===== config.mk =====
export PLATFORM = sky130hd
export DESIGN_NAME = data_assembler_8to16
export DESIGN_NICKNAME = d
export VERILOG_FILES = /design/src/rtl/data_assembler_8to16.sv
export SDC_FILE = /design/constraint.sdc
export NUM_CORES = 1
export LEC_CHECK = 0
export CORE_MARGIN = 2
export CORE_UTILIZATION = 41
export DETAILED_ROUTE_END_ITERATION = 6
export GPL_TIMING_DRIVEN = 0
export PLACE_DENSITY_LB_ADDON = 0.25
export RECOVER_POWER = 50
export SYNTH_ARGS = -nofsm -noshare
export SYNTH_HDL_FRONTEND = slang
export SYNTH_SLANG_ARGS = --single-unit

===== constraint.sdc =====
create_clock -name clk -period 1.3 [get_ports clk]
set_input_delay 0.26 -clock clk [delete_from_list [all_inputs] [get_ports clk]]
set_output_delay 0.26 -clock clk [all_outputs]
set_load 0.1 [all_outputs]

===== src/rtl/data_assembler_8to16.sv =====
// Packs a stream of 8-bit bytes into 16-bit words, with an align marker that
// resynchronises the byte pairing after a lost byte.
//
// Handshake: a transfer happens on a rising edge where valid and ready are
// both high. Producers hold payload stable until it is taken; ready may depend
// combinationally on the opposite side's ready and on state, never on payload.
module data_assembler_8to16 #(
  parameter int unsigned MSB_FIRST = 1
) (
  input  logic        clk,
  input  logic        rst,
  input  logic [7:0]  datain,
  input  logic        in_valid,
  input  logic        align,
  output logic        in_ready,
  output logic [15:0] dataout,
  output logic        out_valid,
  input  logic        out_ready,
  output logic        pair_err,
  output logic        phase
);

  typedef enum logic {
    EMPTY = 1'b0,
    HALF  = 1'b1
  } state_t;

  state_t      state_q, state_d;
  logic [7:0]  hold_q, hold_d;
  logic [15:0] dataout_q, dataout_d;
  logic        out_valid_q, out_valid_d;
  logic        pair_err_q, pair_err_d;

  logic acc;
  logic emit;

  // A first byte only fills hold, so it never waits on the output side.
  assign in_ready = (state_q == EMPTY) | ~out_valid_q | out_ready;
  assign acc      = in_valid & in_ready;
  assign emit     = out_valid_q & out_ready;

  always_ff @(posedge clk) begin
    if (rst) begin
      state_q     <= EMPTY;
      hold_q      <= 8'h00;
      dataout_q   <= 16'h0000;
      out_valid_q <= 1'b0;
      pair_err_q  <= 1'b0;
    end else begin
      state_q     <= state_d;
      hold_q      <= hold_d;
      dataout_q   <= dataout_d;
      out_valid_q <= out_valid_d;
      pair_err_q  <= pair_err_d;
    end
  end

  always_comb begin
    state_d     = state_q;
    hold_d      = hold_q;
    dataout_d   = dataout_q;
    out_valid_d = out_valid_q & ~emit;
    pair_err_d  = 1'b0;
    if (acc) begin
      case (state_q)
        EMPTY: begin
          hold_d  = datain;
          state_d = HALF;
        end
        HALF: begin
          if (align) begin
            // The held byte belongs to a broken pair; restart from this byte.
            hold_d     = datain;
            pair_err_d = 1'b1;
          end else begin
            dataout_d   = (MSB_FIRST != 0) ? {hold_q, datain} : {datain, hold_q};
            out_valid_d = 1'b1;
            state_d     = EMPTY;
          end
        end
        default: state_d = EMPTY;
      endcase
    end
  end

  assign dataout   = dataout_q;
  assign out_valid = out_valid_q;
  assign pair_err  = pair_err_q;
  assign phase     = (state_q == HALF);

endmodule


==> results of run 1 <==
-- kinds of logic (layout without fill, tap and decap cells) --
logic type | after synthesis | after routing
multiplexers | 24 | 24
buffers and inverters | 6 | 44
AO/OA/AOI/OAI | 3 | 3
AND/OR/NAND/NOR | 42 | 42
flip-flops | 27 | 27
-- final cells by class --
class | instances | area [um^2] | share of cell area (%)
Timing Repair Buffer | 36 | 379 | 24.0
Tap cell | 30 | 37.5 | 2.37
Buffer | 4 | 31.3 | 1.98
Multi-Input combinational cell | 69 | 559 | 35.3
Sequential cell | 27 | 548 | 34.6
Clock inverter | 1 | 5.00 | 0.316
Clock buffer | 3 | 22.5 | 1.42
-- power groups by stage --
stage	registers, mW	clock network (mW)	logic (mW)
2_1_floorplan	0.994	0	0.107
3_3_place_gp	0.891	0	0.298
3_5_place_dp	0.893	0	0.302
4_1_cts	0.875	0.383	0.315
5_1_grt	0.880	0.412	0.335
6_report	0.876	0.360	0.319
-- critical path, cell delays in order, from the launching register on --
cell	delay (ps)
dfxtp_4	370
nor2b_4	170
nand2_2	70
buf_8	170
-- final timing paths --
check / to / slack [ps]
min reg2reg: dataout[0] / 480
min: pair_err / 330
max: in_ready / -70
max reg2reg: dataout[8] / 20
-- sequential cells by signal, indices dropped and copies added (netlist names) --
signal	count
dataout	16
hold_q	8
out_valid	1
pair_err	1
phase	1
-- through the flow --
| stage | util [%] | TNS (ps) | power [mW] | instance area [um^2] | hold slack [ps] |
|---|---|---|---|---|---|
| 2_1_floorplan | - | -1730 | 1.10 | 1120 | 410 |
| 3_3_place_gp | 58.7 | -18280 | 1.19 | 1480 | 459 |
| 3_5_place_dp | 58.7 | -19240 | 1.20 | 1480 | 467 |
| 4_1_cts | 61.2 | -575 | 1.57 | 1540 | 367 |
| 5_1_grt | 62.7 | -1080 | 1.63 | 1580 | 338 |
| 6_report | 62.7 | -71.6 | 1.55 | 1580 | 334 |
-- per-layer routing --
metal	share of wire (%)	GRT usage [%]	vias to the layer above
li1	-	-	417
met1	42	17.2	372
met2	51	24.5	22
met3	6.0	5.58	4
met4	1.3	5.78	0
met5	0	0	-
-- cell usage in the layout (no fill, tap or decap), types with 2 or more instances in the layout --
cell type,instances
dfxtp_1,25
buf_6,7
dfxtp_4,2
clkdlybuf4s50_1,8
clkbuf_4,3
dlygate4sd2_1,2
mux2i_1,24
buf_12,3
nand2b_1,33
clkbuf_1,3
buf_4,13
-- what timing repair did --
action | 4_1_cts | 5_1_grt
buffers inserted | 3 | 0
gates resized for setup | 129 | 14
pin swaps | 1 | 1
endpoints found under the hold margin | 0 | 0
gates cloned | 1 | 0
endpoints found under the setup margin | 34 | 34
==> flow_summary.ini, run 1 <==
[setup_path]
crit_path_end_kind = output pin
startpoint = out_valid
path_max_fanout = 4
worstSetupPathType = flop to output pin
required_ps = 1040
cp-start-kind = flop
crit_arrival_ps = 1110
r2r_cells = 4
worstReg2RegStart = phase

[logic_synthesis]
synth_area_per_cell_um2 = 10.9
yosysTopAreaCell = dfxtp_1
synth_warnings = 0
synth_common_cells = 33 x nand2b_1, 27 x dfxtp_1, 24 x mux2i_1
synth.area.mux_share_pct = 21.6
synth-xor-area-share_pct = 0
netlist.area_leader.share_pct = 48.5
synth_top_family_by_area = simple AND/OR/NAND/NOR gates
async_flop_share_pct = 0
yosysMostFrequentCell = nand2b_1
postSynthCellCount = 102
ys_top_cells_by_area = dfxtp_1 49%, mux2i_1 22%, nand2b_1 19%, buf_12 1.8%, nor2b_4 1.2%
syn_area_um2 = 1110
ys_seq_area_share_pct = 48.5
synth-edff-count = 0
syn_nets = 115
ys_types = 18
yosys.area_share.simple_pct = 23.8
synth_compound_area_share_pct = 1.80
ys.flop_type = dfxtp_1
ys_seq_elements = 27
synthAdderAreaFrac_pct = 0

[clock_network]
cts.clk_slew.worst_paths_ps = 130
cts_root_buf = clkbuf_4
clk_latency_ps = 330
hold_buffers = 0
clkSinkCount = 27
cts_max_path_buffers = 2
cts_buffers = 3
cts_tree = built
cts_htree_levels = 1

[die]
die_h_um = 56.1
row_count = 18
start_util_pct = 44.1
io_pins = 33
die_x_um = 56.1
die_area_um2 = 3150
core_area_um2 = 2520

[final_layout]
antenna_cells = 0
finalNonFillerCells = 170
syn_to_final_growth_pct = 42.1
layout-drive-gt1-share_pct = 27.9
final_nets = 154
fillers = 218

[power]
pwr-share-seq_pct = 56.4
p_int_mw = 1.10
pwr-share-comb_pct = 20.5
p_per_area_nw_per_um2 = 982
netSwitchingFraction_pct = 29.0
power.ir.vdd_worst_uv = 882
p_sw_uw = 451
power_frac_clock_pct = 23.1
p_leak_nw = 0.724

[place]
post-place-ws_ps = -978
gp_congestion = 0.723
port_buffers = 32
post-dp-hpwl_mm = 1.56
dp.cells = 164

[timing]
worstMarginPinSlew_ps = 399
post-route-min-period_ps = 1370
max_freq_mhz = 729
finClkSkew_ps = 8.17
setup_viol = 1
hold_viol = 0
worst_slack_ps = -71.6
maxSlewViolCount = 0
rsz0062_at_grt = yes
fin_crit_sh_pct = 106
max_slew_margin_pct = 73.4

[route]
route.detailed.drc = 0
post_drt_wl_per_cell_um = 13.2
drt-total-wl_mm = 2.24
num_vias = 815
antenna_left = 0
drtIter0Drc = 7
vias_per_cell = 4.79
first_pass_iters = 4

[global_route]
grt_pass1_vias = 792
grt.overflow.total = 0
grt_usage_pct = 14.8
antenna_found_initial = 0
grt_max_degree = 16
grt_pass1_wl_mm = 3.62

[run]
max-cap-violations = 0

[worst_hold_path]
hp-start = align
hold_depth = 2
hold_path_class = primary input to flop

[outcome]
violations = setup timing
outcome = finished, violations left
No activity file was read; power rests on OpenSTA's default activity.
==> inputs of run 2 (changes only) <==
--- a/config.mk
+++ b/config.mk
@@ -5,8 +5,9 @@
 export SDC_FILE = /design/constraint.sdc
 export NUM_CORES = 1
 export LEC_CHECK = 0
+export ABC_AREA = 1
 export CORE_MARGIN = 2
-export CORE_UTILIZATION = 41
+export CORE_UTILIZATION = 52
 export DETAILED_ROUTE_END_ITERATION = 6
 export GPL_TIMING_DRIVEN = 0
 export PLACE_DENSITY_LB_ADDON = 0.25
==> constraint.sdc (replaced) <==
create_clock -name clk -period 1.7 [get_ports clk]
set_input_delay 0.34 -clock clk [delete_from_list [all_inputs] [get_ports clk]]
set_output_delay 0.34 -clock clk [all_outputs]
set_load 0.1 [all_outputs]
==> run 2 against run 1 <==
Net effect:
- the flow now finishes without violations
- final area rose by 11%
- clock power fell by 22%
- first-iteration DRC count rose to 4.1 times the previous value
- count of clock-buffer cells in the layout did not move
- core utilization rose by 8.5 points
- via count rose by 52%
- worst setup slack improved by 130 ps
- synthesized cell count rose by 99%
- routed wire length rose by 22%
- global-route usage rose by 6.8 points
- final cell count rose by 59%
- largest power group unchanged
==> flow_summary.ini, run 2 <==
[global_route]
grt.overflow.total = 0
grt_pass1_wl_mm = 4.55
grt_pass1_vias = 1096
antenna_found_initial = 0
grt_max_degree = 16
grt_usage_pct = 21.6

[final_layout]
final_common_cell = inv_1
fillers = 204
finalNonFillerCells = 270
antenna_cells = 0
final_nets = 254
fin_util_pct = 71.3
postLayoutCellArea_um2 = 1750
layout-drive-gt1-share_pct = 15.4
largest_register_ffs = 16
syn_to_final_growth_pct = 31.9
mostFrequentLayoutCells = 58 x inv_1, 50 x nand2_1, 25 x dfxtp_1

[timing]
worstMarginPinSlew_ps = 555
maxSlewViolCount = 0
setup_tns_ps = 0
setup_viol = 0
post-route-min-period_ps = 1640
max_slew_margin_pct = 63.2
fin_crit_sh_pct = 96.3
rsz0062_at_grt = no
max_freq_mhz = 611
finClkSkew_ps = 2.03
hold_viol = 0

[power]
p_sw_uw = 476
power.ir.vdd_worst_uv = 757
netSwitchingFraction_pct = 35.6
pwr-share-seq_pct = 51.2
pwr-share-comb_pct = 27.7
p_int_uw = 860
p_per_area_nw_per_um2 = 763
power_frac_clock_pct = 21.1
p_leak_nw = 0.889
power_mw = 1.34

[clock_network]
clk_latency_ps = 330
clkSinkCount = 27
cts_max_path_buffers = 2
cts_buffers = 3
cts_root_buf = clkbuf_4
cts.clk_slew.worst_paths_ps = 140
cts_htree_levels = 1
hold_buffers = 0
cts_tree = built

[setup_path]
path_max_fanout = 5
timing.critical_path.buf_inv = 1
reg2reg_to = dataout[1]
r2r_cells = 7
cp-start-kind = flop
worstReg2RegStart = phase
worstSetupPathType = flop to output pin
required_ps = 1360
reg2reg_slack_ps = 270
path_delay_family = buffers and inverters
crit_path_max_incr_delay_ps = 560
crit_chain = clkdlybuf4s15_2
slowest_stage = clkdlybuf4s15_2
crit_path_end_kind = output pin
crit_arrival_ps = 1300

[die]
die_h_um = 54.5
core_area_um2 = 2450
die_area_um2 = 2970
io_pins = 33
die_x_um = 54.5
row_count = 18
start_util_pct = 54.0

[logic_synthesis]
yosysTopAreaCell = dfxtp_1
netlist.area_leader.share_pct = 40.8
synth_area_per_cell_um2 = 6.53
synth_common_cells = 58 x inv_1, 49 x nand2_1, 27 x dfxtp_1
synth-edff-count = 0
ys_top_cells_by_area = dfxtp_1 41%, inv_1 16%, nand2_1 14%, nand4_1 11%, nor2_1 6.8%
ys_seq_elements = 27
synth_warnings = 0
async_flop_share_pct = 0
ys_types = 19
ys.flop_type = dfxtp_1
yosysMostFrequentCell = inv_1
syn_nets = 216
ys_seq_area_share_pct = 40.8
syn_area_um2 = 1330
postSynthCellCount = 203

[route]
first_pass_iters = 4
drt-total-wl_mm = 2.73
drtIter0Drc = 29
route.detailed.drc = 0
post_drt_wl_per_cell_um = 10.1
vias_per_cell = 4.58
num_vias = 1237
antenna_left = 0

[worst_hold_path]
whs_endpoint = dataout[7]
hold_path_class = primary input to flop
hp-start = in_valid
hold_depth = 4

[place]
post-dp-hpwl_mm = 1.96
dp.cells = 264
placed_cell_area_um2 = 1680
gp_congestion = 0.806
port_buffers = 31

[outcome]
outcome = finished clean

[run]
max-cap-violations = 0
==> run 2: worst register-to-register path: cells and delay by family (launching register included) <==
kind / cells / cell delay (ps)
buffers and inverters: 3 / 370
AND/OR/NAND/NOR: 4 / 600
flip-flops: 1 / 410
==> run 2: worst max-delay path by stage <==
stage	cells past startpoint	endpoint	from	slack (ps)
after global placement	5	in_ready	out_ready	-1050
after global routing	1	phase	phase	20
final	1	phase	phase	60
after CTS	5	in_ready	out_ready	30
after detailed placement	5	in_ready	out_ready	-1060
after floorplan	2	in_ready	out_valid	40
==> run 2: area by class of cell <==
| type | instances | area [um^2] | area share, % |
|---|---|---|---|
| plain buffers | 9 | 52.6 | 3.00 |
| clock buffers | 3 | 22.5 | 1.29 |
| clock inverters | 1 | 5.00 | 0.286 |
| inverters | 61 | 229 | 13.1 |
| multi-input cells | 106 | 498 | 28.5 |
| flip-flops and latches | 27 | 546 | 31.2 |
| well taps | 30 | 37.5 | 2.15 |
| repair buffers | 33 | 359 | 20.5 |
==> run 2: layer usage <==
metal | vias to the layer above | wire length (um) | track usage (%)
li1 | 673 | - | -
met1 | 530 | 1260 | 26.3
met2 | 32 | 1320 | 38.0
met3 | 2 | 136 | 6.56
met4 | 0 | 16 | 3.33
met5 | - | 0 | 0
==> run 2: power groups by stage <==
stage	Combinational (mW)	Clock, mW	Sequential (mW)
5_1_grt	0.402	0.318	0.689
3_5_place_dp	0.376	0	0.698
4_1_cts	0.373	0.286	0.685
3_3_place_gp	0.372	0	0.696
6_report	0.370	0.281	0.684
2_1_floorplan	0.137	0	0.843
==> run 2: logic make-up (layout without fill, tap and decap cells) <==
kind of cell	count (synthesis)	in the layout	share of synthesized area [%]
AO/OA/AOI/OAI	2	2	0.943
buffers and inverters	70	107	20.8
flip-flops	27	27	40.8
AND/OR/NAND/NOR	104	104	37.5
==> run 2: stage by stage <==
stage	hold WS, ps	setup slack (ps)
global route	403	20.9
global placement	475	-1050
CTS	423	26.3
floorplan	402	42.1
detailed placement	482	-1060
finish	402	62.9
==> run 2: repair_timing <==
action | 4_1_cts | 5_1_grt
resized for setup | 69 | 0
hold endpoints to repair | 0 | 0
endpoints found under the setup margin | 20 | 1
pin swaps | 0 | 0
setup buffers | 0 | 2
